==> config.mk <==
export PLATFORM = sky130hd
export DESIGN_NAME = tc_timer_arbiter
export DESIGN_NICKNAME = d
export VERILOG_FILES = /design/src/rtl/tc_timer_pkg.sv /design/src/rtl/tc_counter.sv /design/src/rtl/tc_timer_arbiter.sv
export SDC_FILE = /design/constraint.sdc
export NUM_CORES = 1
export LEC_CHECK = 0
export ABC_AREA = 0
export CORE_UTILIZATION = 35
export DETAILED_ROUTE_END_ITERATION = 8
export HOLD_SLACK_MARGIN = 0.02
export PLACE_DENSITY = 0.77
export RECOVER_POWER = 25
export SYNTH_ARGS = -nofsm -noshare
export SYNTH_HDL_FRONTEND = slang
export SYNTH_SLANG_ARGS = --single-unit
==> constraint.sdc <==
create_clock -name Clock -period 3.4 [get_ports Clock]
set_clock_uncertainty 0.1 [all_clocks]
set_input_delay 0.68 -clock Clock [delete_from_list [all_inputs] [get_ports Clock]]
set_output_delay 0.68 -clock Clock [all_outputs]
set_load 0.01 [all_outputs]
==> src/rtl/tc_timer_pkg.sv <==
`default_nettype none
// ============================================================================
// Module   : tc_timer_pkg
// Brief    : State encoding, default sizes and the round-robin first-set scan
//            shared by tc_timer_arbiter and its counter.
// Revision : 1.0 - initial release
// ============================================================================
package tc_timer_pkg;

  localparam int c_DEF_N    = 4;
  localparam int c_DEF_W    = 8;
  localparam int c_SCAN_MAX = 8;

  typedef enum logic [1:0] {
    ST_IDLE = 2'd0,
    ST_RUN  = 2'd1,
    ST_DONE = 2'd2
  } state_t;

  // First set bit of req scanning ptr, ptr+1, ... wrapping at n-1 -> 0.
  function automatic logic [2:0] rr_pick(input logic [7:0] req, input logic [2:0] ptr,
                                         input int unsigned n);
    logic [2:0]  w_sel;
    logic        w_found;
    int unsigned w_idx;
    w_sel   = '0;
    w_found = 1'b0;
    for (int unsigned i = 0; i < c_SCAN_MAX; i++) begin
      if (i < n) begin
        w_idx = 32'(ptr) + i;
        if (w_idx >= n) w_idx = w_idx - n;
        if (!w_found && req[w_idx[2:0]]) begin
          w_sel   = w_idx[2:0];
          w_found = 1'b1;
        end
      end
    end
    return w_sel;
  endfunction

endpackage
`default_nettype wire

==> src/rtl/tc_counter.sv <==
`default_nettype none
// ============================================================================
// Module   : tc_counter
// Brief    : W-bit up-counter with latched limit, load-clear, enable and a
//            terminal-count flag; counts 0..limit and then holds.
// Revision : 1.0 - initial release
// ============================================================================
module tc_counter import tc_timer_pkg::*; #(
  parameter int W = c_DEF_W
) (
  input  logic         clk,
  input  logic         rst,
  input  logic         i_load,
  input  logic [W-1:0] i_load_val,
  input  logic         i_clr,
  input  logic         i_en,
  output logic [W-1:0] o_cnt,
  output logic         o_at_limit,
  output logic         o_tc
);

  logic [W-1:0] r_cnt;
  logic [W-1:0] r_limit;
  logic         w_at_limit;

  // Compare before increment, so a limit of all-ones never wraps.
  assign w_at_limit = (r_cnt == r_limit);

  always_ff @(posedge clk or negedge rst) begin
    if (!rst) begin
      r_cnt   <= '0;
      r_limit <= '0;
    end else if (i_load) begin
      r_cnt   <= '0;
      r_limit <= i_load_val;
    end else if (i_clr) begin
      r_cnt   <= '0;
    end else if (i_en && !w_at_limit) begin
      r_cnt   <= r_cnt + W'(1);
    end
  end

  assign o_cnt      = r_cnt;
  assign o_at_limit = w_at_limit;
  assign o_tc       = i_en && w_at_limit;

endmodule
`default_nettype wire

==> src/rtl/tc_timer_arbiter.sv <==
`default_nettype none
// ============================================================================
// Module   : tc_timer_arbiter
// Brief    : Round-robin owner of one shared terminal-count timer across N
//            requesters. Define FIXED_PRIO_EN for lowest-index-wins arbitration.
// Revision : 1.0 - initial release
// ============================================================================
module tc_timer_arbiter import tc_timer_pkg::*; #(
  parameter int N  = c_DEF_N,
  parameter int W  = c_DEF_W,
  parameter int IW = 2
) (
  input  logic           Clock,
  input  logic           rst,
  input  logic [N-1:0]   req,
  input  logic [N*W-1:0] len,
  output logic [N-1:0]   gnt,
  output logic [N-1:0]   done,
  output logic           busy,
  output logic [IW-1:0]  owner,
  output logic [W-1:0]   cnt,
  output logic           tc
);

  state_t        r_state;
  state_t        w_state_nxt;
  logic [IW-1:0] r_owner;
  logic [IW-1:0] w_owner_nxt;
  logic [IW-1:0] w_pick;
  logic [W-1:0]  w_load_val;
  logic [N-1:0]  w_owner_oh;
  logic          w_load;
  logic          w_clr;
  logic          w_en;
  logic          w_at_limit;
  logic          w_own_req;

  assign w_own_req  = req[r_owner];
  assign w_load_val = len[int'(w_pick)*W +: W];

`ifdef FIXED_PRIO_EN
  assign w_pick = IW'(rr_pick(8'(req), 3'd0, N));
`else
  logic [IW-1:0] r_ptr;
  logic [IW-1:0] w_owner_inc;

  assign w_owner_inc = (r_owner == IW'(N-1)) ? '0 : r_owner + IW'(1);

  // Every exit from a job (abort or completion) clears the counter, so
  // the same strobe advances the fairness pointer past the owner.
  always_ff @(posedge Clock or negedge rst) begin
    if (!rst) begin
      r_ptr <= '0;
    end else if (w_clr) begin
      r_ptr <= w_owner_inc;
    end
  end

  assign w_pick = IW'(rr_pick(8'(req), 3'(r_ptr), N));
`endif

  always_ff @(posedge Clock or negedge rst) begin
    if (!rst) begin
      r_state <= ST_IDLE;
      r_owner <= '0;
    end else begin
      r_state <= w_state_nxt;
      r_owner <= w_owner_nxt;
    end
  end

  // An owner dropping its request aborts the job, even on the terminal cycle.
  always_comb begin
    w_state_nxt = r_state;
    w_owner_nxt = r_owner;
    w_load      = 1'b0;
    w_clr       = 1'b0;
    w_en        = 1'b0;
    case (r_state)
      ST_IDLE: begin
        if (|req) begin
          w_load      = 1'b1;
          w_owner_nxt = w_pick;
          w_state_nxt = ST_RUN;
        end
      end
      ST_RUN: begin
        if (!w_own_req) begin
          w_clr       = 1'b1;
          w_state_nxt = ST_IDLE;
        end else begin
          w_en = 1'b1;
          if (w_at_limit) w_state_nxt = ST_DONE;
        end
      end
      ST_DONE: begin
        w_clr       = 1'b1;
        w_state_nxt = ST_IDLE;
      end
      default: w_state_nxt = ST_IDLE;
    endcase
  end

  tc_counter #(.W(W)) u_counter (
    .clk        (Clock),
    .rst        (rst),
    .i_load     (w_load),
    .i_load_val (w_load_val),
    .i_clr      (w_clr),
    .i_en       (w_en),
    .o_cnt      (cnt),
    .o_at_limit (w_at_limit),
    .o_tc       (tc)
  );

  for (genvar gi = 0; gi < N; gi++) begin : g_owner_oh
    assign w_owner_oh[gi] = (r_owner == IW'(gi));
  end

  assign busy  = (r_state != ST_IDLE);
  assign gnt   = busy ? w_owner_oh : '0;
  assign done  = (r_state == ST_DONE) ? w_owner_oh : '0;
  assign owner = r_owner;

endmodule
`default_nettype wire

# Yosys cells after proc, flatten, opt, wreduce, memory -nomap -nowiden
# Cells that the tools add are included.
# totals
regBits	22
input_bits	38
out_inout_bits	20
wordCells	85
# classes
add_sub_neg	9
magnitude_cmp	9
eq_ne	8
n_shift	1
mux	37
n_reduce_logical	16
# op_table
op	n
variable part select 32 x 6 -> 8 bit	1
2-to-1 mux 8 bit	3
< comparator 3 x 4 -> 1 bit (second input constant)	4
2-to-1 mux 2 bit	8
2-to-1 mux 1 bit	13
binary-select mux 1 bit (select 3 bit)	4
2-to-1 mux 3 bit	4
>= comparator 3 bit (second input constant)	3
subtractor 3 bit (second input constant)	3
adder 8 x 1 -> 8 bit (second input constant)	1
== test 8 bit	1
2-to-1 mux 4 bit	2
adder 2 x 2 -> 3 bit (second input constant)	2
== test 2 bit (second input constant)	3
logical AND 1 bit	5
== test 2 x 1 -> 1 bit (second input constant)	2
logical NOT 1 bit	4
logical NOT 2 bit	2
one-hot mux 2 bit (2 select lines)	1
AND reduction 2 bit	2
OR reduction 4 bit	1
adder 2 x 1 -> 3 bit (second input constant)	1
>= comparator 2 x 3 -> 1 bit (second input constant)	1
< comparator 2 x 3 -> 1 bit (second input constant)	1
other kinds (8)	8

# Longest topological paths before layout
# Gate-level depths: netlist of run 1.
# depth
depth_word	15
ltp_mapped	7
depth_no_buf	6

# Cells and area by module
# From an unflattened synthesis of run 1, not the netlist that was laid out.
# hier_totals
hier_cells	162
hier_area_um2	1666.6
# modules_own_cells
module	n_inst	cells_per_inst	area_each_um2	seq_area_each_um2
tc_counter	1	78	869.6	400.4
tc_timer_arbiter	1	84	797.0	150.1

# Least setup slack after synthesis of run 1
# No wires, ideal clock.
# synth_timing
kind	flip-flop to output port
start	register u_counter.r_cnt[5] (netlist: u_counter.o_cnt[5])
end	output tc
arrival_time_ps	1369
required_time_ps	2620
path_slack_ps	1251
path_stages_with_launch	5
path_buffers	0
path_cell_list	dfrtp_1 -> xor2_1 -> nor4_4 -> nand2_1 -> nor2_1
# synth_via
elab_chain_len	2
# synth_lines
item	line	text
start: declaration	tc_counter.sv:22	logic [W-1:0] r_cnt;
start signal: assignment	tc_counter.sv:39	r_cnt <= r_cnt + W'(1);
== test 8 bit	tc_counter.sv:27	assign w_at_limit = (r_cnt == r_limit);
logical AND 1 bit	tc_counter.sv:45	assign o_tc = i_en && w_at_limit;
end: declaration	tc_timer_arbiter.sv:22	output logic tc
# Every way passes these cells.

# Worst setup path after layout of run 1
# layout_timing
start	input req[1]
end	output tc
# layout_via
elab_chain_len	5
# layout_lines
item	line	text
start: declaration	tc_timer_arbiter.sv:15	input logic [N-1:0] req,
binary-select mux 1 bit (select 2 bit)	tc_timer_arbiter.sv:38	assign w_own_req = req[r_owner];
2-to-1 mux 1 bit (not written as such)	tc_timer_arbiter.sv:38	
2-to-1 mux 1 bit	tc_timer_arbiter.sv:88	if (!w_own_req) begin
2-to-1 mux 1 bit	tc_timer_arbiter.sv:79	case (r_state)
logical AND 1 bit	tc_counter.sv:45	
# Every way passes these cells. The select of a mux whose other input is x is not followed.

==> results.py, run 1 <==
metrics = {
    "floorplanning": {
        "ios": 58,
        "die_area_um2": 4581,
        "row_count": 23,
        "coreArea_um2": 4058,
        "die_h_um": 67.69,
        "die_width_um": 67.69,
        "initial_core_util": 0.3722,
    },
    "finish": {
        "areaGrowthSynthToFinish_pct": 45.82,
        "multiInputGateArea_um2": 925.9,
        "nNetsFinal": 257,
        "final_core_util": 0.5427,
        "seq_area_um2": 550.5,
        "n_antenna_cell": 0,
        "drive_gt1_frac": 0.07143,
        "nFillCells": 375,
    },
    "timing": {
        "timing_hold_violations_final": 0,
        "timing.final.crit_period_ps": 3149,
        "rsz0062_at_grt": "no",
        "worstMarginPinSlew_ps": 969.5,
        "fin_crit_sh": 0.9261,
        "slew_headroom": 0.3515,
        "max_freq_ghz": 0.3176,
        "setup_tns_ps": 0,
        "maxSlewViolCount": 0,
        "setup_viol": 0,
    },
    "critical_path": {
        "crit_required_ps": 2620,
        "crit_slowest_cell": "mux4_2",
        "path_delay_family": "buffers and inverters",
        "crit_type": "in2out",
        "slowest_delay_ps": 530,
        "path_buf_inv": 2,
        "cp_common_cell": "clkdlybuf4s50_1",
        "worst_setup_path_end_kind": "output pin",
        "cp-start-kind": "input port",
        "cp.arrival_ps": 2370,
        "crit_path_max_fanout": 8,
        "path_cells": "clkdlybuf4s50_1 > mux4_2 > nand2_4 > nor2_1 > clkdlybuf4s50_1",
    },
    "clock_network": {
        "clock_latency_ps": 260,
        "cts_resized": 0,
        "cts_tree": "built",
        "clock_tree.buffer_depth": 2,
        "clk_pin_slew_ps": 80,
        "post_cts_buffers": 0,
        "cts_sinks": 22,
        "cts_hold_buf": 0,
        "cts.htree.levels": 1,
        "cts_buffers": 3,
        "cts_root_buf": "clkbuf_8",
    },
    "pwr": {
        "p_leak_nw": 0.9445,
        "finalPower_mw": 1.391,
        "comb_power_share": 0.552,
        "power_frac_clock": 0.135,
        "p_int_mw": 0.8134,
        "switching_share": 0.4154,
        "netSwitchingPower_mw": 0.5780,
        "seqPwrFrac": 0.314,
        "power_per_cell_area_nw_per_um2": 631.8,
        "vdd.ir_drop.worst_v": 0.0002267,
    },
    "detailed_routing": {
        "ant_nets": 0,
        "vias": 1348,
        "dr.pass1.iters": 4,
        "viasPerCell": 5.185,
        "post-route-drc-count": 0,
        "post_drt_wl_per_cell_um": 13.65,
        "routed_wl_um": 3549,
        "drt_iter0_drc": 44,
    },
    "logic_synthesis": {
        "seq_area_frac_synth": 0.3645,
        "synth.avg_cell_area_um2": 10.00,
        "yosys.area.top_type_share": 0.3645,
        "synth_area_leaders": "dfrtp_1, mux2i_1, ha_1",
        "yosysWarnings": 0,
        "synth.most_common_cell": "dfrtp_1",
        "syn_inst": 151,
        "ys_types": 34,
        "syn_area_um2": 1510,
        "synth_fp_nets": 197,
        "synth_ff_type": "dfrtp_1",
        "synth_largest_area_cell": "dfrtp_1",
        "yosys_register_bits": 22,
        "synthTopCellsByCount": "dfrtp_1, mux2i_1, nand2_1, nor2_1, o221ai_1",
        "synth_enable_flop_cells": 0,
        "async_reset_ff_frac": 1.000,
    },
    "global_route": {
        "grt_usage": 0.1677,
        "antenna_found_initial": 0,
        "grt_max_degree": 23,
        "grt-ovfl-total": 0,
        "grt_pass1_vias": 1341,
        "grt_pass1_wl_um": 5871,
    },
    "placed_design": {
        "gp_congestion": 0.8370,
        "port_buffers": 57,
        "hpwlAfterDp_um": 2796,
    },
    "flow_run": {
        "maxCapViolCount": 0,
    },
    "outcome": {
        "status": "completed",
    },
    "min_path": {
        "hold_class": "reg2reg",
    },
}
[cell usage in the layout, fill, tap and decap left out, types with 3 or more instances in the layout]
| cell type | n |
|---|---|
| xor2_1 | 8 |
| nand3_1 | 5 |
| dfrtp_1 | 22 |
| clkdlybuf4s50_1 | 56 |
| xnor2_1 | 6 |
| and2_1 | 4 |
| clkbuf_8 | 4 |
| inv_1 | 6 |
| nor2b_1 | 6 |
| nand2_1 | 17 |
| nor2_1 | 10 |
| o21ai_0 | 3 |
| mux2i_1 | 17 |
| o221ai_1 | 8 |
| ha_1 | 8 |
[power groups by stage]
stage               clock network, mW  logic [mW]  registers [mW]
global placement                    0       0.750           0.436
global route                    0.203       0.850           0.446
CTS                             0.192       0.774           0.436
detailed placement                  0       0.772           0.441
floorplan                           0       0.516           0.424
finish                          0.187       0.768           0.437
[sequential cells by signal (all words and copies together) (netlist names)]
signal / flops
u_counter.o_cnt: 8
u_counter.r_limit: 8
owner: 2
r_ptr: 2
r_state: 2
[routing by layer]
layer,vias up,track usage,wire length (um)
met5,-,0,0
met4,0,0.05851,48
met3,6,0.01858,133
met2,41,0.2946,1744
met1,641,0.2093,1622
li1,660,-,-
[worst min-delay path, delay by kind of cell (launching register included)]
family	cells	cell delay, ps
compound gates	1	60
flops	1	360
simple gates	1	60
[worst paths after layout]
check                                startpoint                   end  slack [ps]  cells past startpoint
min reg2reg                u_counter.r_limit[5]  u_counter.r_limit[5]         410                      2
min in group asynchronous                   rst            r_state[0]         920                      1
max in group asynchronous                   rst  u_counter.r_limit[7]        1700                      1
min                        u_counter.r_limit[5]  u_counter.r_limit[5]         410                      2
max reg2reg                  u_counter.o_cnt[5]    u_counter.o_cnt[2]        1420                      5
max                                      req[1]                    tc         250                      5
[area by class of cell]
cell class | instances | share of cell area
tap | 50 | 0.02841
sequential | 22 | 0.2500
inverter | 6 | 0.01023
clock buffer | 4 | 0.02500
multi-input combinational | 119 | 0.4205
timing repair buffer | 59 | 0.2659
[metrics by stage]
stage / hold WS [ps] / std cells / instance area [um2] / worst slack [ps]
after global placement: 396.8 / 256 / 2147 / 257.5
after floorplan: 284.4 / 151 / 1510 / 1251
final: 410.2 / 260 / 2202 / 251.4
after CTS: 419.0 / 260 / 2202 / 247.5
after detailed placement: 398.3 / 256 / 2147 / 246.5
after global routing: 440.6 / 260 / 2202 / 167.7
[cell families (layout without fill, tap and decap cells)]
family | after synthesis | count (layout) | share of synthesized area
simple gates | 51 | 51 | 0.1864
compound gates | 27 | 27 | 0.1400
fa+ha+maj | 8 | 8 | 0.06628
mux | 19 | 19 | 0.1350
flops | 22 | 22 | 0.3645
xor+xnor | 14 | 14 | 0.08119
buf+inv | 10 | 69 | 0.02651
(Power assumes the default switching activity.)
==> run 2: changes to the inputs <==
--- a/config.mk
+++ b/config.mk
@@ -6,11 +6,13 @@
 export NUM_CORES = 1
 export LEC_CHECK = 0
 export ABC_AREA = 0
+export CORE_ASPECT_RATIO = 1.75
+export CORE_MARGIN = 2
 export CORE_UTILIZATION = 35
 export DETAILED_ROUTE_END_ITERATION = 8
 export HOLD_SLACK_MARGIN = 0.02
 export PLACE_DENSITY = 0.77
-export RECOVER_POWER = 25
+export RECOVER_POWER = 50
 export SYNTH_ARGS = -nofsm -noshare
 export SYNTH_HDL_FRONTEND = slang
 export SYNTH_SLANG_ARGS = --single-unit
==> run 2 against run 1 <==
  * Sequential power is essentially flat
  * Critical endpoint unchanged
  * Largest power group unchanged
  * Final area increased by 0.28%
  * Total power is 0.64% lower
==> results.py, run 2 (same netlist as run 1, synthesis figures left out) <==
metrics = {
    "global_route": {
        "grt_usage": 0.1646,
        "antenna_found_initial": 0,
        "grt_max_degree": 23,
        "grt-ovfl-total": 0,
        "grt_pass1_wl_um": 6072,
        "grt_pass1_vias": 1375,
    },
    "clock_network": {
        "cts_buffers": 3,
        "cts.htree.levels": 1,
        "post_cts_buffers": 0,
        "cts_resized": 0,
        "cts_tree": "built",
        "clock_latency_ps": 260,
        "cts_root_buf": "clkbuf_8",
        "cts_sinks": 22,
        "cts_hold_buf": 0,
        "clk_pin_slew_ps": 80,
        "clock_tree.buffer_depth": 2,
    },
    "critical_path": {
        "cp_common_cell": "clkdlybuf4s50_1",
        "path_cells": "clkdlybuf4s50_1 > mux4_2 > nand2_4 > nor2_1 > clkdlybuf4s50_1",
        "crit_path_max_fanout": 8,
        "ff2ff_setup_slack_ps": 1450,
        "crit_slowest_cell": "mux4_2",
        "cp-start-kind": "input port",
        "worst_setup_path_end_kind": "output pin",
        "crit_required_ps": 2620,
        "cp.arrival_ps": 2410,
        "crit_type": "in2out",
        "slowest_delay_ps": 570,
    },
    "finish": {
        "drive_gt1_frac": 0.07583,
        "layout_common_cells": "clkdlybuf4s50_1, dfrtp_1, nand2_1, mux2i_1",
        "areaGrowthSynthToFinish_pct": 46.23,
        "n_antenna_cell": 0,
        "layout_commonest_cell": "clkdlybuf4s50_1",
        "final_cells": 260,
        "nNetsFinal": 258,
    },
    "placed_design": {
        "port_buffers": 57,
        "gp_congestion": 0.7715,
        "placed_cells": 256,
        "hpwlAfterDp_um": 2902,
    },
    "detailed_routing": {
        "viasPerCell": 5.123,
        "vias": 1332,
        "drt_iter0_drc": 10,
        "routed_wl_um": 3675,
        "post-route-drc-count": 0,
        "dr.pass1.iters": 4,
        "post_drt_wl_per_cell_um": 14.13,
        "ant_nets": 0,
    },
    "timing": {
        "worstMarginPinSlew_ps": 1003,
        "timing_hold_violations_final": 0,
        "maxSlewViolCount": 0,
        "setup_viol": 0,
        "fin_crit_sh": 0.9393,
        "whs_ps": 415.0,
        "timing.final.crit_period_ps": 3194,
        "rsz0062_at_grt": "no",
        "max_freq_ghz": 0.3131,
        "setup_tns_ps": 0,
        "slew_headroom": 0.3294,
    },
    "floorplanning": {
        "die_h_um": 90.90,
        "die_area_um2": 4877,
        "die_width_um": 53.66,
        "coreArea_um2": 4150,
        "initial_core_util": 0.3639,
        "row_count": 31,
        "ios": 58,
    },
    "pwr": {
        "power_per_cell_area_nw_per_um2": 626.0,
        "vdd.ir_drop.worst_v": 0.0004162,
        "p_leak_nw": 0.9777,
    },
    "outcome": {
        "status": "completed",
    },
    "flow_run": {
        "maxCapViolCount": 0,
    },
    "min_path": {
        "hold_class": "reg2reg",
    },
}
[run 2: worst paths after layout]
check / start / end / cells past startpoint
worst max-delay path: req[3] / tc / 5
worst min-delay path: u_counter.r_limit[6] / u_counter.r_limit[6] / 2
worst max register to register: owner[0] / u_counter.o_cnt[3] / 5
worst min register to register: u_counter.r_limit[6] / u_counter.r_limit[6] / 2
max in group asynchronous: rst / u_counter.o_cnt[7] / 1
min in group asynchronous: rst / owner[0] / 1
[run 2: power breakdown]
part / total, mW / internal (mW) / switching, mW
clock: 0.189 / 0.103 / 0.0859
sequential: 0.437 / 0.348 / 0.0888
combinational: 0.756 / 0.358 / 0.398
total: 1.38 / 0.809 / 0.573
[run 2: metal layers]
layer / vias up / track usage / share of wire
met1: 618 / 0.1933 / 0.40
li1: 661 / - / -
met3: 8 / 0.01987 / 0.040
met5: - / 0 / 0
met2: 45 / 0.2912 / 0.54
met4: 0 / 0.05769 / 0.021
[run 2: layout make-up]
cell class	instances	area, um2
sequential	22	550.5
timing repair buffer	60	593.1
multi-input combinational	119	925.9
inverter	6	22.52
clock buffer	4	55.05
tap	49	61.31
fill	381	1942
[run 2: worst max-delay path, delay by kind of cell]
kind | cells | cell delay (ps)
multiplexers | 1 | 570
AND/OR/NAND/NOR | 2 | 200
buffers and inverters | 2 | 970
[run 2: stage by stage]
stage	total power, mW	setup slack, ps	util	area (um2)
6_report	1.383	206.4	0.5321	2208
5_1_grt	1.490	141.6	0.5321	2208
4_1_cts	1.405	198.3	0.5321	2208
3_5_place_dp	1.210	205.4	0.5188	2153
3_3_place_gp	1.192	226.9	0.5188	2153
2_1_floorplan	0.9400	1251	-	1510
